--- src/rtl/usr_pkg.sv ---
// Shared encodings for the universal shift register with burst engine:
// select codes, FSM state type and burst direction constants.
package usr_pkg;

    localparam logic [1:0] SEL_HOLD = 2'b00;
    localparam logic [1:0] SEL_SHR  = 2'b01;
    localparam logic [1:0] SEL_SHL  = 2'b10;
    localparam logic [1:0] SEL_LOAD = 2'b11;

    localparam logic DIR_RIGHT = 1'b0;
    localparam logic DIR_LEFT  = 1'b1;

    typedef enum logic {
        IDLE = 1'b0,
        BUSY = 1'b1
    } state_e;

endpackage : usr_pkg

--- src/rtl/usr_shift_core.sv ---
// Combinational next-q datapath: hold, shift right/left (serial or circular)
// and parallel load. Shared by the direct select path and the burst engine.
module usr_shift_core
    import usr_pkg::*;
#(
    parameter int WIDTH = 8
) (
    input  logic [WIDTH-1:0] q,
    input  logic [1:0]       op,
    input  logic             rot,
    input  logic             data_in_sr,
    input  logic             data_in_sl,
    input  logic [WIDTH-1:0] D,
    output logic [WIDTH-1:0] q_next
);

    logic in_r;
    logic in_l;

    // In circular mode the bit falling off one end re-enters at the other.
    assign in_r = rot ? q[0]       : data_in_sr;
    assign in_l = rot ? q[WIDTH-1] : data_in_sl;

    always_comb begin
        q_next = q;
        unique case (op)
            SEL_SHR:  q_next = {in_r, q[WIDTH-1:1]};
            SEL_SHL:  q_next = {q[WIDTH-2:0], in_l};
            SEL_LOAD: q_next = D;
            default:  q_next = q;
        endcase
    end

endmodule : usr_shift_core

--- src/rtl/usr_param_burst.sv ---
// Universal shift register with a counted burst-shift engine: a start pulse
// performs amt single-bit shifts on consecutive edges with busy/done status.
module usr_param_burst
    import usr_pkg::*;
#(
    parameter int WIDTH = 8,
    parameter int CNT_W = $clog2(WIDTH + 1)
) (
    input  logic             clk,
    input  logic             rst_n,
    input  logic [1:0]       sel,
    input  logic [WIDTH-1:0] D,
    input  logic             data_in_sr,
    input  logic             data_in_sl,
    input  logic             rot,
    input  logic             start,
    input  logic [CNT_W-1:0] amt,
    input  logic             dir,
    output logic [WIDTH-1:0] q,
    output logic             sr_out,
    output logic             sl_out,
    output logic             busy,
    output logic             done
);

    state_e           state_q, state_d;
    logic [CNT_W-1:0] cnt_q, cnt_d;
    logic             dir_q, dir_d;
    logic             busy_q, busy_d;
    logic             done_q, done_d;
    logic [WIDTH-1:0] q_q, q_d;
    logic [1:0]       op;

    usr_shift_core #(.WIDTH(WIDTH)) u_core (
        .q          (q_q),
        .op         (op),
        .rot        (rot),
        .data_in_sr (data_in_sr),
        .data_in_sl (data_in_sl),
        .D          (D),
        .q_next     (q_d)
    );

    always_comb begin
        // NOTE: every output of this block is defaulted first so no path
        // leaves a signal unassigned, which would otherwise infer a latch.
        state_d = state_q;
        cnt_d   = cnt_q;
        dir_d   = dir_q;
        busy_d  = busy_q;
        done_d  = 1'b0;
        op      = sel;

        unique case (state_q)
            IDLE: begin
                if (start) begin
                    // The accepting edge holds q; shifting begins on the next edge.
                    op = SEL_HOLD;
                    if (amt == '0) begin
                        done_d = 1'b1;
                    end else begin
                        cnt_d   = amt;
                        dir_d   = dir;
                        busy_d  = 1'b1;
                        state_d = BUSY;
                    end
                end
            end
            BUSY: begin
                op    = (dir_q == DIR_LEFT) ? SEL_SHL : SEL_SHR;
                cnt_d = cnt_q - CNT_W'(1);
                if (cnt_q == CNT_W'(1)) begin
                    busy_d  = 1'b0;
                    done_d  = 1'b1;
                    state_d = IDLE;
                end
            end
            default: state_d = IDLE;
        endcase
    end

    // NOTE: state registers use non-blocking assignments so every flop samples
    // the pre-edge values regardless of statement order.
    always_ff @(posedge clk or negedge rst_n) begin
        if (!rst_n) begin
            state_q <= IDLE;
            cnt_q   <= '0;
            dir_q   <= DIR_RIGHT;
            busy_q  <= 1'b0;
            done_q  <= 1'b0;
            q_q     <= '0;
        end else begin
            state_q <= state_d;
            cnt_q   <= cnt_d;
            dir_q   <= dir_d;
            busy_q  <= busy_d;
            done_q  <= done_d;
            q_q     <= q_d;
        end
    end

    assign q      = q_q;
    assign sr_out = q_q[0];
    assign sl_out = q_q[WIDTH-1];
    assign busy   = busy_q;
    assign done   = done_q;

endmodule : usr_param_burst

--- config.mk ---
export PLATFORM = sky130hd
export DESIGN_NAME = usr_param_burst
export DESIGN_NICKNAME = d
export VERILOG_FILES = /design/src/rtl/usr_pkg.sv /design/src/rtl/usr_shift_core.sv /design/src/rtl/usr_param_burst.sv
export SDC_FILE = /design/constraint.sdc
export NUM_CORES = 1
export LEC_CHECK = 0
export BUFFER_PORTS_ARGS = -buffer_cell sky130_fd_sc_hd__buf_4
export CAP_MARGIN = 20
export CORE_MARGIN = 2
export CORE_UTILIZATION = 40
export DETAILED_ROUTE_END_ITERATION = 10
export HOLD_SLACK_MARGIN = 0.03
export PLACE_DENSITY = 0.65
export SYNTH_ARGS = -nofsm -noshare
export SYNTH_HDL_FRONTEND = slang
export SYNTH_SLANG_ARGS = --single-unit
--- constraint.sdc ---
create_clock -name clk -period 2.9 [get_ports clk]
set_input_delay 0.58 -clock clk [delete_from_list [all_inputs] [get_ports clk]]
set_output_delay 0.58 -clock clk [all_outputs]
set_load 0.01 [all_outputs]
# ---- Word-level counts from Yosys, hierarchy flattened
# Index checks and enable logic that the tools add are counted.
dict set report totals {
  register_bits 16
  latch_bits 0
  ramBits 0
  mem_bits_ro 0
  inputBits 21
  output_inout_bits 12
  elab_cells 42
  n_memories 0
}
dict set report classes {
  addsub 1
  n_mul 0
  div 0
  magnitude_cmp 0
  eq_ne 7
  n_shift 0
  n_mux 21
  bitwise_logic 2
  reduce_logical 5
}
# cell count
set op_table {}
lappend op_table {{case mux 8 bit (3 select lines)} 1}
lappend op_table {{two-way mux 1 bit} 11}
lappend op_table {{two-way mux 4 bit} 2}
lappend op_table {{case mux 4 bit (2 select lines)} 1}
lappend op_table {{case mux 1 bit (2 select lines)} 3}
lappend op_table {{AND reduction 3 bit} 2}
lappend op_table {{equality test 2 bit (second input constant)} 2}
lappend op_table {{equality test 4 x 1 -> 1 bit (second input constant)} 1}
lappend op_table {{logical NOT 4 bit} 1}
lappend op_table {{two-way mux 2 bit} 2}
lappend op_table {{!= test 2 bit (second input constant)} 2}
lappend op_table {{case mux 2 bit (2 select lines)} 1}
lappend op_table {{subtractor 4 x 1 -> 4 bit (second input constant)} 1}
lappend op_table {{nonzero test 3 bit} 1}
lappend op_table {{equality test 2 x 1 -> 1 bit (second input constant)} 1}
lappend op_table {{!= test 2 x 1 -> 1 bit (second input constant)} 1}
lappend op_table {{NOT 1 bit} 2}
lappend op_table {{AND reduction 2 bit} 1}

# ---- Logic depth before layout (Yosys ltp)
# Gate-level depths: netlist (run 1).
dict set report logic_depth {
  ltp_word 4
  ltp_mapped 5
  depth_no_buf 5
}

# ---- Cells and area by module
# From an unflattened synthesis (run 1), not the netlist that was laid out.
dict set report unflattened {
  cells_unflattened 61
  hier_area_um2 890.9
}
# module instances cells_each area_each_um2 seq_area_each_um2
set by_module_without_submodules {}
lappend by_module_without_submodules {usr_param_burst 1 49 678.2 400.4}
lappend by_module_without_submodules {usr_shift_core 1 12 212.7 0.0}

# ---- Least setup slack after synthesis (run 1)
# OpenSTA, ideal clock, no wires.
dict set report synth_timing {
  path_type {input -> register}
  startpoint {in amt[2]}
  endpoint {reg dir_q}
  setup_ps 125
  t_arrival_ps 1376
  t_required_ps 2775
  path_slack_ps 1399
  cell_stages 4
  n_path_buf 0
  cell_sequence {nor4_2 > nand2b_2 > nor2_2 > mux2_4}
}
dict set report synth_via {
  elab_chain_cells 3
}
# element line
set synth_lines {}
lappend synth_lines {{start, declared} usr_param_burst.sv:17} ;# input logic [CNT_W-1:0] amt,
lappend synth_lines {{logical NOT 4 bit} usr_param_burst.sv:59} ;# if (amt == '0) begin
lappend synth_lines {{NOT 1 bit (no line)} --}
lappend synth_lines {{AND reduction 3 bit (no line)} --}
lappend synth_lines {{end signal, assigned} usr_param_burst.sv:95} ;# dir_q <= dir_d;
lappend synth_lines {{end, declared} usr_param_burst.sv:28} ;# logic dir_q, dir_d;
# No other way between the ends.
# A chain may end at the register's enable or synchronous reset.

# ---- Worst setup path after layout (run 1)
dict set report layout_timing {
  startpoint {reg state_q}
  endpoint {reg q_q[3] (netlist: q[3])}
}
dict set report layout_via {
  elab_chain_cells 4
  elab_cells_between_ends 7
  classes_between {eq/ne (3); mux (2); bitwise (1); reduce/logical (1)}
}
# element line
set layout_lines {}
lappend layout_lines {{start, declared} usr_param_burst.sv:26} ;# state_e state_q, state_d;
lappend layout_lines {{start signal, assigned} usr_param_burst.sv:93} ;# state_q <= state_d;
lappend layout_lines {{NOT 1 bit (no line)} --}
lappend layout_lines {{case mux 2 bit (2 select lines) (*)} usr_param_burst.sv:54} ;# unique case (state_q)
lappend layout_lines {{equality test 2 bit or equality test 2 x 1 -> 1 bit (tied branches)} usr_shift_core.sv:26} ;# unique case (op)
lappend layout_lines {{case mux 8 bit (3 select lines) or nonzero test 3 bit (tied branches)} --}
lappend layout_lines {{end signal, assigned} usr_param_burst.sv:98} ;# q_q <= q_d;
lappend layout_lines {{end, declared} usr_param_burst.sv:31} ;# logic [WIDTH-1:0] q_q, q_d;
# Mark *: on every way between the ends. The rest lies on a longest branch, timed or not.

==> results.json, run 1 <==
{
  "postRouteAntennaNets": 0,
  "power_density_mw_per_mm2": 949,
  "sequentialPowerShare_pct": 39.1,
  "initial_core_util_pct": 41.9,
  "power_switching_share_pct": 41.7,
  "port_buffers": 32,
  "pwr-share-clk_pct": 12.3,
  "fmax_mhz": 595,
  "period_share_pct": 58.0,
  "power_w": 0.00124,
  "use_met2_pct": 30.4,
  "multiInputGateArea_sq_um": 562,
  "cts_sinks": 16,
  "rsz0062_at_grt": "no",
  "h-tree-depth": 1,
  "syn-instance-count": 124,
  "ir_drop_uv": 513,
  "startpoint_type": "flop",
  "rows": 18,
  "synth_compound_area_share_pct": 26.5,
  "nets": 177,
  "die_w_microns": 55.0,
  "grt_overflow": 0,
  "drc_errors": 0,
  "place_congestion": 0.818,
  "synth_area_per_cell_sq_um": 8.37,
  "drtIter0Drc": 17,
  "synthAdderAreaFrac_pct": 2.41,
  "tns_ns": 0,
  "finalHoldViolations": 0,
  "min_path_type": "input port to asynchronous set/reset pin",
  "drv_cap": 0,
  "grt_first_pass_wirelength_microns": 3820,
  "grtUsageMet1_pct": 20.9,
  "crit_fanout": 24,
  "synth_simple_gate_area_share_pct": 20.0,
  "synth-xor-area-share_pct": 1.69,
  "die-area_sq_mm": 0.00302,
  "worst_hold_slack_ns": 0.121,
  "slew_viol_final": 0,
  "cp.required_ns": 3.10,
  "grtUsageTotal_pct": 17.7,
  "cts-buffers-inserted": 3,
  "clock_skew_ns": 0.0196,
  "grt_max_degree": 25,
  "critical_path_class": "flop to flop",
  "nFillCells": 252,
  "outcome": "completed",
  "finalWirelength_microns": 2370,
  "tritoncts": "done",
  "dpl.hpwl_microns": 1780,
  "grt_pass1_vias": 914,
  "grt-busiest-layer": "met2",
  "worstSkewPairLatency_ns": 0.30,
  "p_comb_share_pct": 48.6,
  "drive_gt1_share_pct": 29.4,
  "cts_root_buffer": "clkbuf_4",
  "post_dp_cell_area_sq_mm": 0.00127,
  "slew_headroom_pct": 55.6,
  "cts_resized": 0,
  "core_sq_mm": 0.00248,
  "yosysUniqueCellTypes": 30,
  "io_pins": 33,
  "synth_nets": 147,
  "finalCriticalPeriod_ns": 1.68,
  "power_switching_w": 0.000519,
  "syn_to_final_growth_pct": 26.1,
  "seqCellArea_sq_um": 400,
  "fin_util_pct": 52.9,
  "hold_buffers": 0,
  "first_pass_iters": 4,
  "clk_path_buf_depth": 2,
  "critical_path_arrival_ns": 1.88,
  "vias": 964,
  "synth-seq-cells": 16,
  "yosysSeqAreaShare_pct": 38.6,
  "use_met3_pct": 2.42,
  "setup_viol": 0,
  "worst_pin_slew_ns": 0.667,
  "clk_pin_slew_ns": 0.11,
  "diodes": 0,
  "netlist_area_sq_mm": 0.00104,
  "power.leakage_nw": 0.601,
  "wire_per_inst_microns": 13.0,
  "final_area_sq_mm": 0.00131,
  "end_kind": "flop",
  "postCtsSetupBuffers": 0,
  "die_h_microns": 55.0,
  "yosys_warnings": 0,
  "p_int_w": 0.000724,
  "antenna_found_initial": 0,
  "synth_top_family_by_area": "compound AO/OA/AOI/OAI gates",
  "synth.mux.area_fraction_pct": 3.49,
  "vias_per_cell": 5.27
}
==> routing by layer <==
metal  wire length [microns]  part of all wire (%)
met1                    1060                    45
met3                     116                   4.9
met5                       0                     0
met2                    1160                    49
met4                      38                   1.6
==> power groups by stage <==
stage               Clock (W)  Sequential (W)  Combinational [W]
global placement            0        0.000488           0.000599
global route         0.000164        0.000514           0.000694
detailed placement          0        0.000492           0.000612
CTS                  0.000154        0.000488           0.000614
floorplan                   0        0.000465           0.000416
finish               0.000153        0.000486           0.000604
==> layout make-up <==
cell class / instances / area share (%)
Multi-Input combinational cell: 92 / 42.9
Tap cell: 30 / 2.87
Clock buffer: 4 / 2.77
Inverter: 9 / 2.58
Sequential cell: 16 / 30.6
Timing Repair Buffer: 32 / 18.3
==> cell usage after synthesis <==
cell type / instances / area, sq um
a22oi_1: 1 / 7.51
o31ai_4: 1 / 21.3
a21oi_1: 13 / 65.1
mux2i_1: 1 / 10.0
a31oi_1: 7 / 43.8
nand2_1: 18 / 67.6
mux2_2: 1 / 11.3
o21ai_0: 16 / 80.1
nand2b_4: 1 / 13.8
buf_2: 4 / 20.0
nor2_1: 10 / 37.5
nor3b_4: 1 / 18.8
and2b_1: 1 / 7.51
o21bai_2: 1 / 11.3
buf_4: 3 / 22.5
nor2_2: 1 / 6.26
a211oi_1: 3 / 22.5
nand2b_2: 1 / 8.76
dfrtp_1: 16 / 400
a221oi_1: 1 / 8.76
nand3_1: 1 / 5.00
nor2b_1: 1 / 6.26
xnor2_1: 2 / 17.5
nor3_1: 1 / 5.00
inv_1: 9 / 33.8
mux2_4: 1 / 15.0
and2_1: 3 / 18.8
ha_1: 2 / 25.0
a21o_1: 2 / 15.0
nor4_2: 1 / 12.5
==> state kept, by name, summed over array words and instances (netlist names) <==
register / flops
q: 8
cnt_q: 4
busy: 1
dir_q: 1
done: 1
state_q: 1
==> final timing paths <==
check / from / to / slack, ns / cells after the start
worst max register to register: state_q / q[3] / 1.22 / 4
worst min-delay path: rst_n / q[6] / 0.12 / 1
worst min register to register: cnt_q[0] / cnt_q[0] / 0.55 / 1
min in group clk: dir / dir_q / 0.50 / 2
worst max-delay path: state_q / q[3] / 1.22 / 4
max in group asynchronous: rst_n / done / 2.57 / 1
==> worst max-delay path, cell delays in order, from the launching register on <==
cell and delay (ns):
dfrtp_1 0.65, nand2b_4 0.28, nor3b_4 0.38, nand2_1 0.10
a31oi_1 0.17
==> cells in the final DEF (no fill, tap or decap), types with 2 or more instances in the layout <==
cell type and n:
o21ai_0 16, nor2_1 10, clkbuf_4 3, a31oi_1 7, dfrtp_1 16, inv_1 9
a21o_1 2, nand2_1 18, a21oi_1 13, ha_1 2, buf_4 32, and2_1 3
a211oi_1 3, xnor2_1 2
==> per-stage QoR <==
step | setup slack, ns | cells
6_report | 1.22 | 183
5_1_grt | 1.05 | 183
4_1_cts | 1.21 | 183
3_5_place_dp | 1.19 | 179
3_3_place_gp | 1.24 | 179
2_1_floorplan | 1.40 | 124
==> cells by family after synthesis <==
| kind of cell | count (synthesis) |
|---|---|
| xor gates and xnor gates | 2 |
| DFF | 16 |
| muxes | 3 |
| and+or+nand+nor | 40 |
| buffers and inverters | 16 |
| adders and majority gates | 2 |
| AOI/OAI and AO/OA | 45 |
Power figures use the tool's default switching activity.
==> run 2: changes to the inputs <==
==> constraint.sdc (replaced) <==
create_clock -name clk -period 1.6 [get_ports clk]
set_input_delay 0.32 -clock clk [delete_from_list [all_inputs] [get_ports clk]]
set_output_delay 0.32 -clock clk [all_outputs]
set_load 0.01 [all_outputs]
==> run 2 against run 1 <==
Worst setup slack got worse by 0.97 ns. First-iteration DRC count fell by 24%. Combinational power rose by 97%. Largest cell class unchanged.
==> results.json, run 2 (same netlist as run 1, synthesis figures left out) <==
{
  "period_share_pct": 84.7,
  "port_buffers": 32,
  "clock_skew_ns": 0.00610,
  "drive_gt1_share_pct": 29.7,
  "finalHoldViolations": 0,
  "nets": 180,
  "dpl.hpwl_microns": 1790,
  "worst_pin_slew_ns": 0.395,
  "postRouteAntennaNets": 0,
  "cts_resized": 0,
  "finalCriticalPeriod_ns": 1.35,
  "rsz0062_at_grt": "no",
  "die_w_microns": 55.0,
  "drtIter0Drc": 13,
  "fmax_mhz": 738,
  "largest_reg_flops": 8,
  "fin_util_pct": 53.3,
  "syn_to_final_growth_pct": 27.2,
  "pre_cts_slack_ns": 0.167,
  "initial_core_util_pct": 41.9,
  "setup_viol": 0,
  "highest_layer": "met4",
  "clk_path_buf_depth": 2,
  "worst_hold_slack_ns": 0.265,
  "grt_first_pass_wirelength_microns": 3820,
  "slew_viol_final": 0,
  "grt_overflow": 0,
  "grt_pass1_vias": 917,
  "clk_pin_slew_ns": 0.09,
  "ir_drop_uv": 947,
  "cts-buffers-inserted": 3,
  "io_pins": 33,
  "tns_ns": 0,
  "antenna_found_initial": 0,
  "cts_sinks": 16,
  "worstSkewPairLatency_ns": 0.28,
  "min_path_type": "input port to flop",
  "rows": 18,
  "first_pass_iters": 4,
  "die_h_microns": 55.0,
  "power.leakage_nw": 0.607,
  "critical_path_arrival_ns": 1.51,
  "wl_met2_microns": 1150,
  "grtUsageTotal_pct": 18.0,
  "drc_errors": 0,
  "h-tree-depth": 1,
  "startpoint_type": "flop",
  "cts_root_buffer": "clkbuf_4",
  "cp.required_ns": 1.76,
  "wire_per_inst_microns": 12.6,
  "layout_setup_ws_ns": 0.245,
  "power_w": 0.00222,
  "core_sq_mm": 0.00248,
  "finalWirelength_microns": 2330,
  "vias": 972,
  "die-area_sq_mm": 0.00302,
  "place_congestion": 0.829,
  "diodes": 0,
  "tritoncts": "done",
  "grt_max_degree": 18,
  "wl_met1_microns": 1030,
  "final_common_cell": "buf_4",
  "drv_cap": 0,
  "power_density_mw_per_mm2": 1680,
  "end_kind": "flop",
  "outcome": "completed",
  "wl_met3_microns": 121,
  "final_cell_mix": "buf_4 (34), nand2_1 (18), o21ai_0 (16), dfrtp_1 (16), a21oi_1 (13)",
  "crit_fanout": 10,
  "vias_per_cell": 5.25,
  "critical_path_class": "flop to flop",
  "slew_headroom_pct": 73.7
}
[run 2: worst paths after layout]
path / cells past startpoint / start / slack, ns / to
max: 5 / state_q / 0.25 / q[5]
min: 2 / dir / 0.27 / dir_q
max reg2reg: 5 / state_q / 0.25 / q[5]
min reg2reg: 1 / cnt_q[0] / 0.54 / cnt_q[0]
max in group asynchronous: 2 / rst_n / 0.99 / cnt_q[2]
min in group asynchronous: 2 / rst_n / 0.43 / q[6]
[run 2: layout make-up]
type	count	area (sq um)
sequential	16	400
inverter	9	33.8
fill	253	1160
clock buffer	3	22.5
tap	30	37.5
timing repair buffer	35	265
multi-input combinational	92	562
[run 2: through the flow]
| step | instances | area (sq um) |
|---|---|---|
| floorplan | 124 | 1040 |
| global placement | 181 | 1290 |
| detailed placement | 181 | 1290 |
| CTS | 185 | 1320 |
| global route | 185 | 1320 |
| finish | 185 | 1320 |
[run 2: metal layers]
metal	global-route usage (%)	up-vias
met3	2.42	4
met4	11.0	0
met1	21.2	454
met2	31.0	22
li1	-	492
met5	0	-
[run 2: what timing repair did]
action / CTS / global route
buffers inserted: 0 / 0
hold buffers: 1 / 0
endpoints found under the hold margin: 16 / 0
[run 2: worst max-delay path, cell delays in order (launching register included)]
cell and delay (ns):
dfrtp_1 0.40, buf_4 0.17, and2b_1 0.32, a21oi_1 0.06, o21ai_0 0.18, a31oi_1 0.11
[run 2: power by group]
| group | switching, W | internal (W) |
|---|---|---|
| registers | 0.000224 | 0.000606 |
| logic | 0.000588 | 0.000598 |
| clock network | 0.000116 | 0.0000873 |
| total | 0.000928 | 0.00129 |
==> run 3: changes to the inputs <==
==> constraint.sdc (replaced) <==
create_clock -name clk -period 1.3 [get_ports clk]
set_input_delay 0.26 -clock clk [delete_from_list [all_inputs] [get_ports clk]]
set_output_delay 0.26 -clock clk [all_outputs]
set_load 0.01 [all_outputs]
==> run 3 against run 2 <==
Clock power up 27%. Final cell count up 4.3%. First-iteration DRC count up 15%. Hold slack worse by 0.056 ns. Via count up 7.1%. Sequential power up 25%. Global-route usage up 1.2 points. Core utilization up 4.5 points. Largest cell class unchanged.
==> results.json, run 3 (same netlist as run 1, synthesis figures left out) <==
{
  "outcome": "completed",
  "slew_viol_final": 0,
  "grt_pass1_vias": 995,
  "nets": 188,
  "die_w_microns": 55.0,
  "slew_headroom_pct": 72.9,
  "cts-buffers-inserted": 3,
  "die-area_sq_mm": 0.00302,
  "rsz0062_at_grt": "yes",
  "cts_root_buffer": "clkbuf_4",
  "die_h_microns": 55.0,
  "diodes": 0,
  "clock_skew_ns": 0.00172,
  "ir_drop_uv": 1150,
  "h-tree-depth": 1,
  "finalWirelength_microns": 2610,
  "drv_cap": 0,
  "wire_per_inst_microns": 13.5,
  "end_kind": "flop",
  "endpoint": "q[2]",
  "grtUsageMet1_pct": 21.3,
  "cp.required_ns": 1.46,
  "final_cell_mix": "buf_4 (40), dfrtp_1 (16), nand2_1 (14), o21ai_0 (14), a21oi_1 (12)",
  "tritoncts": "done",
  "crit_start": "state_q",
  "worst_pin_slew_ns": 0.406,
  "cts_sinks": 16,
  "fmax_mhz": 774,
  "clk_path_buf_depth": 2,
  "nFillCells": 242,
  "finalHoldViolations": 0,
  "first_pass_iters": 4,
  "final_common_cell": "buf_4",
  "power_density_mw_per_mm2": 2090,
  "final_area_sq_mm": 0.00143,
  "crit_fanout": 7,
  "grtUsageTotal_pct": 19.2,
  "drc_errors": 0,
  "seqCellArea_sq_um": 400,
  "rows": 18,
  "port_buffers": 32,
  "use_met2_pct": 35.9,
  "reg2reg_slack_ns": 0.009,
  "drive_gt1_share_pct": 38.7,
  "grt_first_pass_wirelength_microns": 4150,
  "vias": 1041,
  "reg2reg_from": "state_q",
  "grt_max_degree": 18,
  "io_pins": 33,
  "critical_path_class": "flop to flop",
  "clk_pin_slew_ns": 0.09,
  "min_path_type": "input port to flop",
  "post_dp_cell_area_sq_mm": 0.00133,
  "antenna_found_initial": 0,
  "critical_path_arrival_ns": 1.45,
  "syn_to_final_growth_pct": 38.0,
  "drtIter0Drc": 15,
  "worstSkewPairLatency_ns": 0.28,
  "period_share_pct": 99.3,
  "finalCriticalPeriod_ns": 1.29,
  "postRouteAntennaNets": 0,
  "vias_per_cell": 5.39,
  "fin_cells": 193,
  "use_met3_pct": 2.69,
  "dpl.hpwl_microns": 1910,
  "reg2reg_depth": 5,
  "whs_path_depth": 2,
  "core_sq_mm": 0.00248,
  "grt-busiest-layer": "met2",
  "largest_reg_flops": 8,
  "place_congestion": 0.831,
  "tns_ns": 0,
  "multiInputGateArea_sq_um": 606,
  "startpoint_type": "flop",
  "grt_overflow": 0,
  "r2r_end": "q[2]",
  "power.leakage_nw": 0.655,
  "dp_cells": 186,
  "setup_viol": 0,
  "initial_core_util_pct": 41.9
}
==> run 3: cell count changes in the layout (fill, tap and decap cells not counted), moves of 2 or more <==
cell,change
buf_4,+6
buf_6,+2
nand2_1,-4
nand2_2,+4
o21ai_0,-2
==> run 3: through the flow <==
stage | hold slack (ns) | worst slack, ns | util [%] | power, W
after floorplan | -0.0356 | 0.103 | - | 0.00197
after global placement | 0.131 | -0.000840 | 53.5 | 0.00249
after detailed placement | 0.131 | -0.0413 | 53.5 | 0.00255
after CTS | 0.202 | -0.00356 | 55.6 | 0.00285
after global routing | 0.200 | -0.108 | 57.8 | 0.00332
final | 0.209 | 0.00857 | 57.8 | 0.00299
==> run 3: worst min-delay path by stage <==
stage           from  slack [ns]    end
5_1_grt          dir        0.20  dir_q
2_1_floorplan  rst_n       -0.04   busy
6_report         dir        0.21  dir_q
3_5_place_dp   rst_n        0.13   q[3]
3_3_place_gp   rst_n        0.13   q[3]
4_1_cts          dir        0.20  dir_q
==> run 3: layout make-up <==
cell class                 count  area share (%)
inverter                       9            2.36
timing repair buffer          43            23.2
clock buffer                   3            1.57
sequential                    16            27.9
tap                           30            2.62
multi-input combinational     92            42.3
==> run 3: report_power, final <==
group / total (W) / internal (W) / switching, W
registers: 0.00104 / 0.000745 / 0.000292
logic: 0.00170 / 0.000882 / 0.000819
clock network: 0.000257 / 0.000107 / 0.000149
total: 0.00299 / 0.00173 / 0.00126
==> run 3: metal layers <==
metal	share of wire (%)	vias to the layer above
li1	-	508
met1	41	494
met4	0.54	0
met3	4.8	2
met2	53	37
met5	0	-
==> run 3: critical path, stage by stage, from the launching register on <==
cell,delay [ns]
dfrtp_1,0.40
buf_4,0.15
and2b_2,0.27
a21oi_1,0.05
o21ai_0,0.19
a31oi_1,0.12
==> run 3: repair_timing <==
item | 4_1_cts | 5_1_grt
pin swaps | 7 | 5
hold endpoints to repair | 16 | 0
gates resized for setup | 3 | 12
endpoints found under the setup margin | 8 | 8
hold buffers | 1 | 0
buffers inserted | 1 | 2
